[config.mk]
export PLATFORM = sky130hd
export DESIGN_NAME = captura_datos_param
export DESIGN_NICKNAME = d
export VERILOG_FILES = /design/src/rtl/captura_pkg.sv /design/src/rtl/captura_pixel_pack.sv /design/src/rtl/captura_datos_param.sv
export SDC_FILE = /design/constraint.sdc
export NUM_CORES = 1
export LEC_CHECK = 0
export ABC_AREA = 1
export CORE_MARGIN = 2
export CORE_UTILIZATION = 53
export CTS_CLUSTER_DIAMETER = 80
export DETAILED_ROUTE_END_ITERATION = 6
export PLACE_DENSITY = 0.89
export SLEW_MARGIN = 25
export SYNTH_ARGS = -nofsm -noshare
export SYNTH_HDL_FRONTEND = slang
export SYNTH_SLANG_ARGS = --single-unit
[constraint.sdc]
create_clock -name PCLK -period 1.9 [get_ports PCLK]
set_input_delay 0.38 -clock PCLK [delete_from_list [all_inputs] [get_ports PCLK]]
set_output_delay 0.38 -clock PCLK [all_outputs]
set_load 0.01 [all_outputs]
[src/rtl/captura_pkg.sv]
`default_nettype none
// ============================================================================
// Module      : captura_pkg
// Description : Shared constants and helpers for the OV7670 capture path.
// Revision    : 1.0 - initial release
// ============================================================================

package captura_pkg;

    localparam int FMT_RGB332 = 0;
    localparam int FMT_RGB444 = 1;
    localparam int FMT_RGB565 = 2;

    localparam logic [0:0] ST_SYNC   = 1'b0;
    localparam logic [0:0] ST_ACTIVE = 1'b1;

    function automatic int dw_of_fmt(input int fmt);
        case (fmt)
            FMT_RGB444: return 12;
            FMT_RGB565: return 16;
            default:    return 8;
        endcase
    endfunction

endpackage

`default_nettype wire

[src/rtl/captura_pixel_pack.sv]
`default_nettype none
// ============================================================================
// Module      : captura_pixel_pack
// Description : Combinational RGB565 to storage-format converter.
// Revision    : 1.0 - initial release
// ============================================================================

module captura_pixel_pack
    import captura_pkg::*;
#(
    parameter int FMT = FMT_RGB332,
    parameter int DW  = dw_of_fmt(FMT)
) (
    input  logic [15:0]   px_i,
    output logic [DW-1:0] word_o
);

    generate
        if (FMT == FMT_RGB565) begin : g_rgb565
            assign word_o = px_i;
        end else if (FMT == FMT_RGB444) begin : g_rgb444
            logic unused_bits;
            assign unused_bits = ^{px_i[11], px_i[6:5], px_i[0]};
            assign word_o      = {px_i[15:12], px_i[10:7], px_i[4:1]};
        end else begin : g_rgb332
            logic unused_bits;
            assign unused_bits = ^{px_i[12:11], px_i[7:5], px_i[2:0]};
            assign word_o      = {px_i[15:13], px_i[10:8], px_i[4:3]};
        end
    endgenerate

endmodule

`default_nettype wire

[src/rtl/captura_datos_param.sv]
`default_nettype none
// ============================================================================
// Module      : captura_datos_param
// Description : OV7670 byte-stream capture with decimation, writing the frame RAM.
// Revision    : 1.0 - initial release
// ============================================================================

module captura_datos_param
    import captura_pkg::*;
#(
    parameter int FMT     = FMT_RGB332,
    parameter int IN_W    = 320,
    parameter int IN_H    = 240,
    parameter int DECIM_H = 1,
    parameter int DECIM_V = 1,
    parameter int DEPTH   = (IN_W / DECIM_H) * (IN_H / DECIM_V),
    parameter int AW      = $clog2(DEPTH),
    parameter int DW      = dw_of_fmt(FMT)
) (
    input  logic          PCLK,
    input  logic          RESETN,
    input  logic          HREF,
    input  logic          VSYNC,
    input  logic [7:0]    D,
    output logic [DW-1:0] DP_RAM_data_in,
    output logic [AW-1:0] DP_RAM_addr_in,
    output logic          DP_RAM_regW,
    output logic          frame_done,
    output logic          overflow,
    output logic          line_err
);

    localparam int COL_W = $clog2(IN_W + 1);
    localparam int ROW_W = $clog2(IN_H + 1);
    localparam int PTR_W = AW + 1;

    localparam logic [COL_W-1:0] COL_MAX   = COL_W'(IN_W);
    localparam logic [ROW_W-1:0] ROW_MAX   = ROW_W'(IN_H);
    localparam logic [COL_W-1:0] COL_MASK  = COL_W'(DECIM_H - 1);
    localparam logic [ROW_W-1:0] ROW_MASK  = ROW_W'(DECIM_V - 1);
    localparam logic [PTR_W-1:0] PTR_LIMIT = PTR_W'(DEPTH);

    logic [0:0]       state_q, state_d;
    logic             href_q, vsync_q;
    logic             phase_q, phase_d;
    logic [7:0]       hi_q, hi_d;
    logic [COL_W-1:0] col_q, col_d;
    logic [ROW_W-1:0] row_q, row_d;
    logic [PTR_W-1:0] ptr_q, ptr_d;
    logic [DW-1:0]    data_q, data_d;
    logic [AW-1:0]    addr_q, addr_d;
    logic             regw_q, regw_d;
    logic             done_q, done_d;
    logic             ovf_q, ovf_d;
    logic             lerr_q, lerr_d;

    logic [DW-1:0]    packed_px;
    logic             vsync_rise, vsync_fall, href_fall, byte_ok, keep;

    captura_pixel_pack #(
        .FMT (FMT),
        .DW  (DW)
    ) u_pack (
        .px_i   ({hi_q, D}),
        .word_o (packed_px)
    );

    assign vsync_rise = VSYNC & ~vsync_q;
    assign vsync_fall = ~VSYNC & vsync_q;
    assign href_fall  = ~HREF & href_q;
    assign byte_ok    = (state_q == ST_ACTIVE) && HREF && !VSYNC;
    // Decimation factors are powers of two, so modulo reduces to a mask.
    assign keep       = ((col_q & COL_MASK) == '0) && ((row_q & ROW_MASK) == '0);

    always_comb begin
        state_d = state_q;
        phase_d = phase_q;
        hi_d    = hi_q;
        col_d   = col_q;
        row_d   = row_q;
        ptr_d   = ptr_q;
        data_d  = data_q;
        addr_d  = addr_q;
        regw_d  = 1'b0;
        done_d  = 1'b0;
        ovf_d   = ovf_q;
        lerr_d  = lerr_q;

        if (state_q == ST_SYNC) begin
            if (vsync_fall) begin
                state_d = ST_ACTIVE;
            end
        end else if (vsync_rise) begin
            // Frame end wins over a coincident HREF fall: row must stay at zero.
            state_d = ST_SYNC;
            done_d  = (ptr_q != '0);
            ptr_d   = '0;
            row_d   = '0;
            col_d   = '0;
            phase_d = 1'b0;
        end else if (href_fall) begin
            if (phase_q) begin
                lerr_d = 1'b1;
            end
            phase_d = 1'b0;
            col_d   = '0;
            if (row_q != ROW_MAX) begin
                row_d = row_q + ROW_W'(1);
            end
        end else if (byte_ok) begin
            phase_d = ~phase_q;
            if (!phase_q) begin
                hi_d = D;
            end else begin
                if (col_q != COL_MAX) begin
                    col_d = col_q + COL_W'(1);
                end
                if (keep) begin
                    if (ptr_q < PTR_LIMIT) begin
                        data_d = packed_px;
                        addr_d = ptr_q[AW-1:0];
                        regw_d = 1'b1;
                        ptr_d  = ptr_q + PTR_W'(1);
                    end else begin
                        ovf_d = 1'b1;
                    end
                end
            end
        end
    end

    always_ff @(posedge PCLK) begin
        if (!RESETN) begin
            state_q <= ST_SYNC;
            href_q  <= 1'b0;
            vsync_q <= 1'b0;
            phase_q <= 1'b0;
            hi_q    <= '0;
            col_q   <= '0;
            row_q   <= '0;
            ptr_q   <= '0;
            data_q  <= '0;
            addr_q  <= '0;
            regw_q  <= 1'b0;
            done_q  <= 1'b0;
            ovf_q   <= 1'b0;
            lerr_q  <= 1'b0;
        end else begin
            state_q <= state_d;
            href_q  <= HREF;
            vsync_q <= VSYNC;
            phase_q <= phase_d;
            hi_q    <= hi_d;
            col_q   <= col_d;
            row_q   <= row_d;
            ptr_q   <= ptr_d;
            data_q  <= data_d;
            addr_q  <= addr_d;
            regw_q  <= regw_d;
            done_q  <= done_d;
            ovf_q   <= ovf_d;
            lerr_q  <= lerr_d;
        end
    end

    assign DP_RAM_data_in = data_q;
    assign DP_RAM_addr_in = addr_q;
    assign DP_RAM_regW    = regw_q;
    assign frame_done     = done_q;
    assign overflow       = ovf_q;
    assign line_err       = lerr_q;

endmodule

`default_nettype wire

; Yosys cells after proc, flatten, opt, wreduce, memory -nomap -nowiden
; Cells that the tools add are included.
; W data, S select, Z words.
[totals]
register_bits = 59
input_bits = 12
[classes]
addsub = 1
order_cmp = 1
eq_ne = 1
n_mux = 12
bitwise_logic = 13
n_reduce_logical = 16
[op_table]
columns = op, count
row1 = $mux W18, 5
row2 = $add A18 B1 Y18 const B, 1
row3 = $lt A18 B17 Y1 const B, 1
row4 = $reduce_bool A18 Y1, 1
row5 = $reduce_and A6 Y1, 2
row6 = $not A1 Y1, 10
row7 = $reduce_and A5 Y1, 2
row8 = $mux W1, 7
row9 = $reduce_bool A2 Y1, 3
row10 = $reduce_or A6 Y1, 1
row11 = $reduce_and A4 Y1, 1
row12 = $and A1 B1 Y1, 3
row13 = $reduce_and A3 Y1, 1
row14 = $reduce_bool A3 Y1, 1
row15 = $logic_and A1 B1 Y1, 2
row16 = $ne A2 B2 Y1 const B, 1
row17 = $reduce_and A2 Y1, 1
row18 = $logic_not A1 Y1, 1

; Logic depth before layout (Yosys ltp)
[logic_depth]
depth_word = 6
mapped_depth = 11
mapped_depth_nobuf = 11

; By module
; A second synthesis with hierarchy kept.
[hier_totals]
cells_unflattened = 351
hier_area_um2 = 2576.2
[by_module_without_submodules]
columns = module, n_inst, cells_each, area_per_inst_um2
row1 = captura_datos_param, 1, 343, 2516.2
row2 = captura_pixel_pack, 1, 8, 60.1

; Worst setup path before layout
; OpenSTA, ideal clock, no wires.
[synth_timing]
path_type = register to register
start = register ptr_q[0]
end = register ptr_q[14]
arrival_time_ps = 1281
required_time_ps = 1789
setup_slack_ps = 508
path_stages_with_launch = 11
period_less_slack_ps = 1392
cell_sequence = dfxtp_1 -> ha_1 -> nand2_1 -> nor2_2 -> nand2_1 -> nor2_1 -> nand3_1 -> nand2_1 -> nand3_1 -> nand2_1 -> nor2_1
[synth_between]
elab_chain_cells = 6
[synth_rtl]
columns = element, line
row1 = from (decl), captura_datos_param.sv:49  ; logic [PTR_W-1:0] ptr_q, ptr_d;
row2 = from (signal assigned), captura_datos_param.sv:156  ; ptr_q <= ptr_d;
row3 = $add A18 B1 Y18, captura_datos_param.sv:123  ; ptr_d = ptr_q + PTR_W'(1);
row4 = $mux W18, captura_datos_param.sv:119  ; if (ptr_q < PTR_LIMIT) begin
row5 = $mux W18, captura_datos_param.sv:112  ; if (!phase_q) begin
row6 = $mux W18, captura_datos_param.sv:110  ; end else if (byte_ok) begin
row7 = $mux W18, captura_datos_param.sv:101  ; end else if (href_fall) begin
row8 = $mux W18, captura_datos_param.sv:93  ; end else if (vsync_rise) begin
; Parallel ways exist; a longest one is shown, timed or not. The select of a mux whose other input is x is not followed.
; A chain may end at the register's enable or synchronous reset.

; Worst setup path in the final report
[layout_timing]
start = register ptr_q[0]
end = register ptr_q[16]
; The elaborated chain is that of the path after synthesis.

==> flow_summary.toml <==
[status]
outcome = "complete, no violations"

[clock_network]
clock_path_buffers = 2
post_cts_buffers = 0
tritoncts = "yes"
clockRootBuffer = "clkbuf_8"
path_clk_slew_ns = 0.06
ctsResizeCount = 0
clk_latency_ns = 0.34
cts.sinks = 57
cts-htree-levels = 3
ctsHoldBuffers = 0
cts_buffers = 9

[die]
die_h_um = 73.59
die_x_um = 73.59
dieArea_um2 = 5415
initial_utilization_pct = 54.69
core_area_um2 = 4692
std_cell_rows = 25
io-pin-count = 41

[routing]
vias = 2560
drcViolationCount = 0
vias_per_cell = 5.447
post_drt_wl_per_cell_um = 13.65
drt-total-wl_um = 6416
drt_iter0_markers = 300
dr.pass1.iters = 7
ant_nets = 0

[final_layout]
layout_common_cells = "nand2_1 (88), dfxtp_1 (57), nor2_1 (41)"
register_area_um2 = 1141
drive_gt1_share_pct = 10.10
fillers = 394
utilization_pct = 69.52
multi_input_area_um2 = 1207
final_common_cell = "nand2_1"
syn_to_final_growth_pct = 27.11
diodes = 0
stdcell_count = 470
design_area_um2 = 3262
num-nets-final = 427

[timing]
worst_pin_slew_ns = 0.3264
fin_crit_sh_pct = 89.58
min_period_ns = 1.702
hold_viol = 0
maxSlewViolCount = 0
layout_setup_ws_ns = 0.1981
fin_skew_ns = 0.008787
maxSlewHeadroom_pct = 78.16
fmax_ghz = 0.5876
finalSetupViolations = 0

[grt]
grt_antenna_before_repair = 0
grt_first_pass_wirelength_um = 10440
first_global_vias = 2252
grt_max_degree = 31
grt.total_usage_pct = 25.31
gr-total-overflow = 0

[setup_path]
crit_start = "ptr_q[0]"
ff2ff_setup_slack_ns = 0.20
reg2reg_to = "ptr_q[16]"
crit_end = "ptr_q[16]"
end_kind = "flop"
cp_max_fo = 5
worstSetupStartpointType = "flop"
cp.required_ns = 2.13
crit_type = "flop to flop"
crit_arrival_ns = 1.93
reg2regPathDepth = 10
r2r_start = "ptr_q[0]"

[synth]
avgSynthCellArea_um2 = 7.069
ys_seq_elements = 57
syn_area_um2 = 2566
ys_seq_area_share_pct = 44.47
yosys.cell_types.count = 28
ys_warn_count = 0
synth_area_leaders = "dfxtp_1 (44%), nand2_1 (13%), a21oi_1 (7.4%)"
yosysTopAreaCell = "dfxtp_1"
yosysTopAreaCellShare_pct = 44.47
synth_fp_nets = 377
syn_inst = 363

[power_and_ir_drop]
p_leak_nw = 1.297
fin_total_pwr_w = 0.002279
power.density_nw_per_um2 = 698.6
vdd_ir_drop_max_v = 0.0004566

[placed_design]
dp_hpwl_um = 4512
dp_cells = 456
placed_cell_area_um2 = 3088
port_buffers = 40
gp_congestion = 0.9747
place_ws_ns = 0.04402

[min_path]
min_path_type = "flop to flop"

[run]
drv_cap = 0
[worst min-delay path by stage]
| stage | end | cells past startpoint | from |
|---|---|---|---|
| 2_1_floorplan | DP_RAM_data_in[7] | 2 | hi_q[7] |
| 3_3_place_gp | DP_RAM_data_in[5] | 2 | hi_q[5] |
| 3_5_place_dp | DP_RAM_data_in[3] | 2 | hi_q[1] |
| 4_1_cts | DP_RAM_data_in[3] | 2 | hi_q[1] |
| 5_1_grt | DP_RAM_addr_in[2] | 2 | DP_RAM_addr_in[2] |
| 6_report | DP_RAM_data_in[3] | 2 | hi_q[1] |
[final cells by class]
cell class                 count  share of cell area [%]
timing repair buffer          56                   16.72
sequential                    57                   34.98
multi-input combinational    254                   37.02
clock buffer                  11                   4.641
inverter                      35                   4.028
clock inverter                 3                  0.5370
tap                           54                   2.071
[Yosys cell counts, drive strengths merged]
master   n
nand2   91
dfxtp   57
nor2    45
a21oi   40
inv     35
nand3   29
o21ai   24
buf     10
clkbuf   7
nand4    7
nor3     6
ha       2
nor4     2
xor2     2
a21boi   1
a41oi    1
nand3b   1
o211a    1
o21a     1
xnor2    1
[cells by family after synthesis]
family,share of synthesized area (%)
adders and majority gates,0.9750
xor gates and xnor gates,1.024
DFF,44.47
AOI/OAI and AO/OA,14.09
buffers and inverters,8.679
and+or+nand+nor,30.77
[report_power, final]
group | internal [W] | switching, W
clock | 0.000524 | 0.000446
sequential | 0.00120 | 0.00000245
combinational | 0.0000458 | 0.0000603
total | 0.00177 | 0.000509
[flip-flops by register name (all words and copies together) (netlist names)]
| name | flops |
|---|---|
| DP_RAM_addr_in | 17 |
| DP_RAM_data_in | 8 |
| DP_RAM_regW | 1 |
| frame_done | 1 |
| hi_q | 6 |
| href_q | 1 |
| line_err | 1 |
| overflow | 1 |
| phase_q | 1 |
| ptr_q | 18 |
| state_q | 1 |
| vsync_q | 1 |
[through the flow]
step,setup TNS (ns),hold WS (ns)
floorplan,0,0.4360
global placement,0,0.4454
detailed placement,0,0.4534
CTS,0,0.4637
global route,-0.005075,0.4833
finish,0,0.4617
[worst max-delay path, cell delays in order (launching register included)]
cell and delay, ns:
dfxtp_1 0.39, ha_1 0.21, nand2_1 0.12, nor2_4 0.21, nand2_1 0.09, nor2_1 0.21, nand4_1 0.13, nand2_1 0.08
nand2_1 0.05, nand2_1 0.07, nor2_1 0.04
[per-layer routing]
layer / wire length (um) / global-route usage [%]
met5: 0 / 0
met4: 106 / 11.31
met3: 387 / 4.252
met2: 3206 / 42.36
met1: 2716 / 31.77
Power figures use the tool's default switching activity.
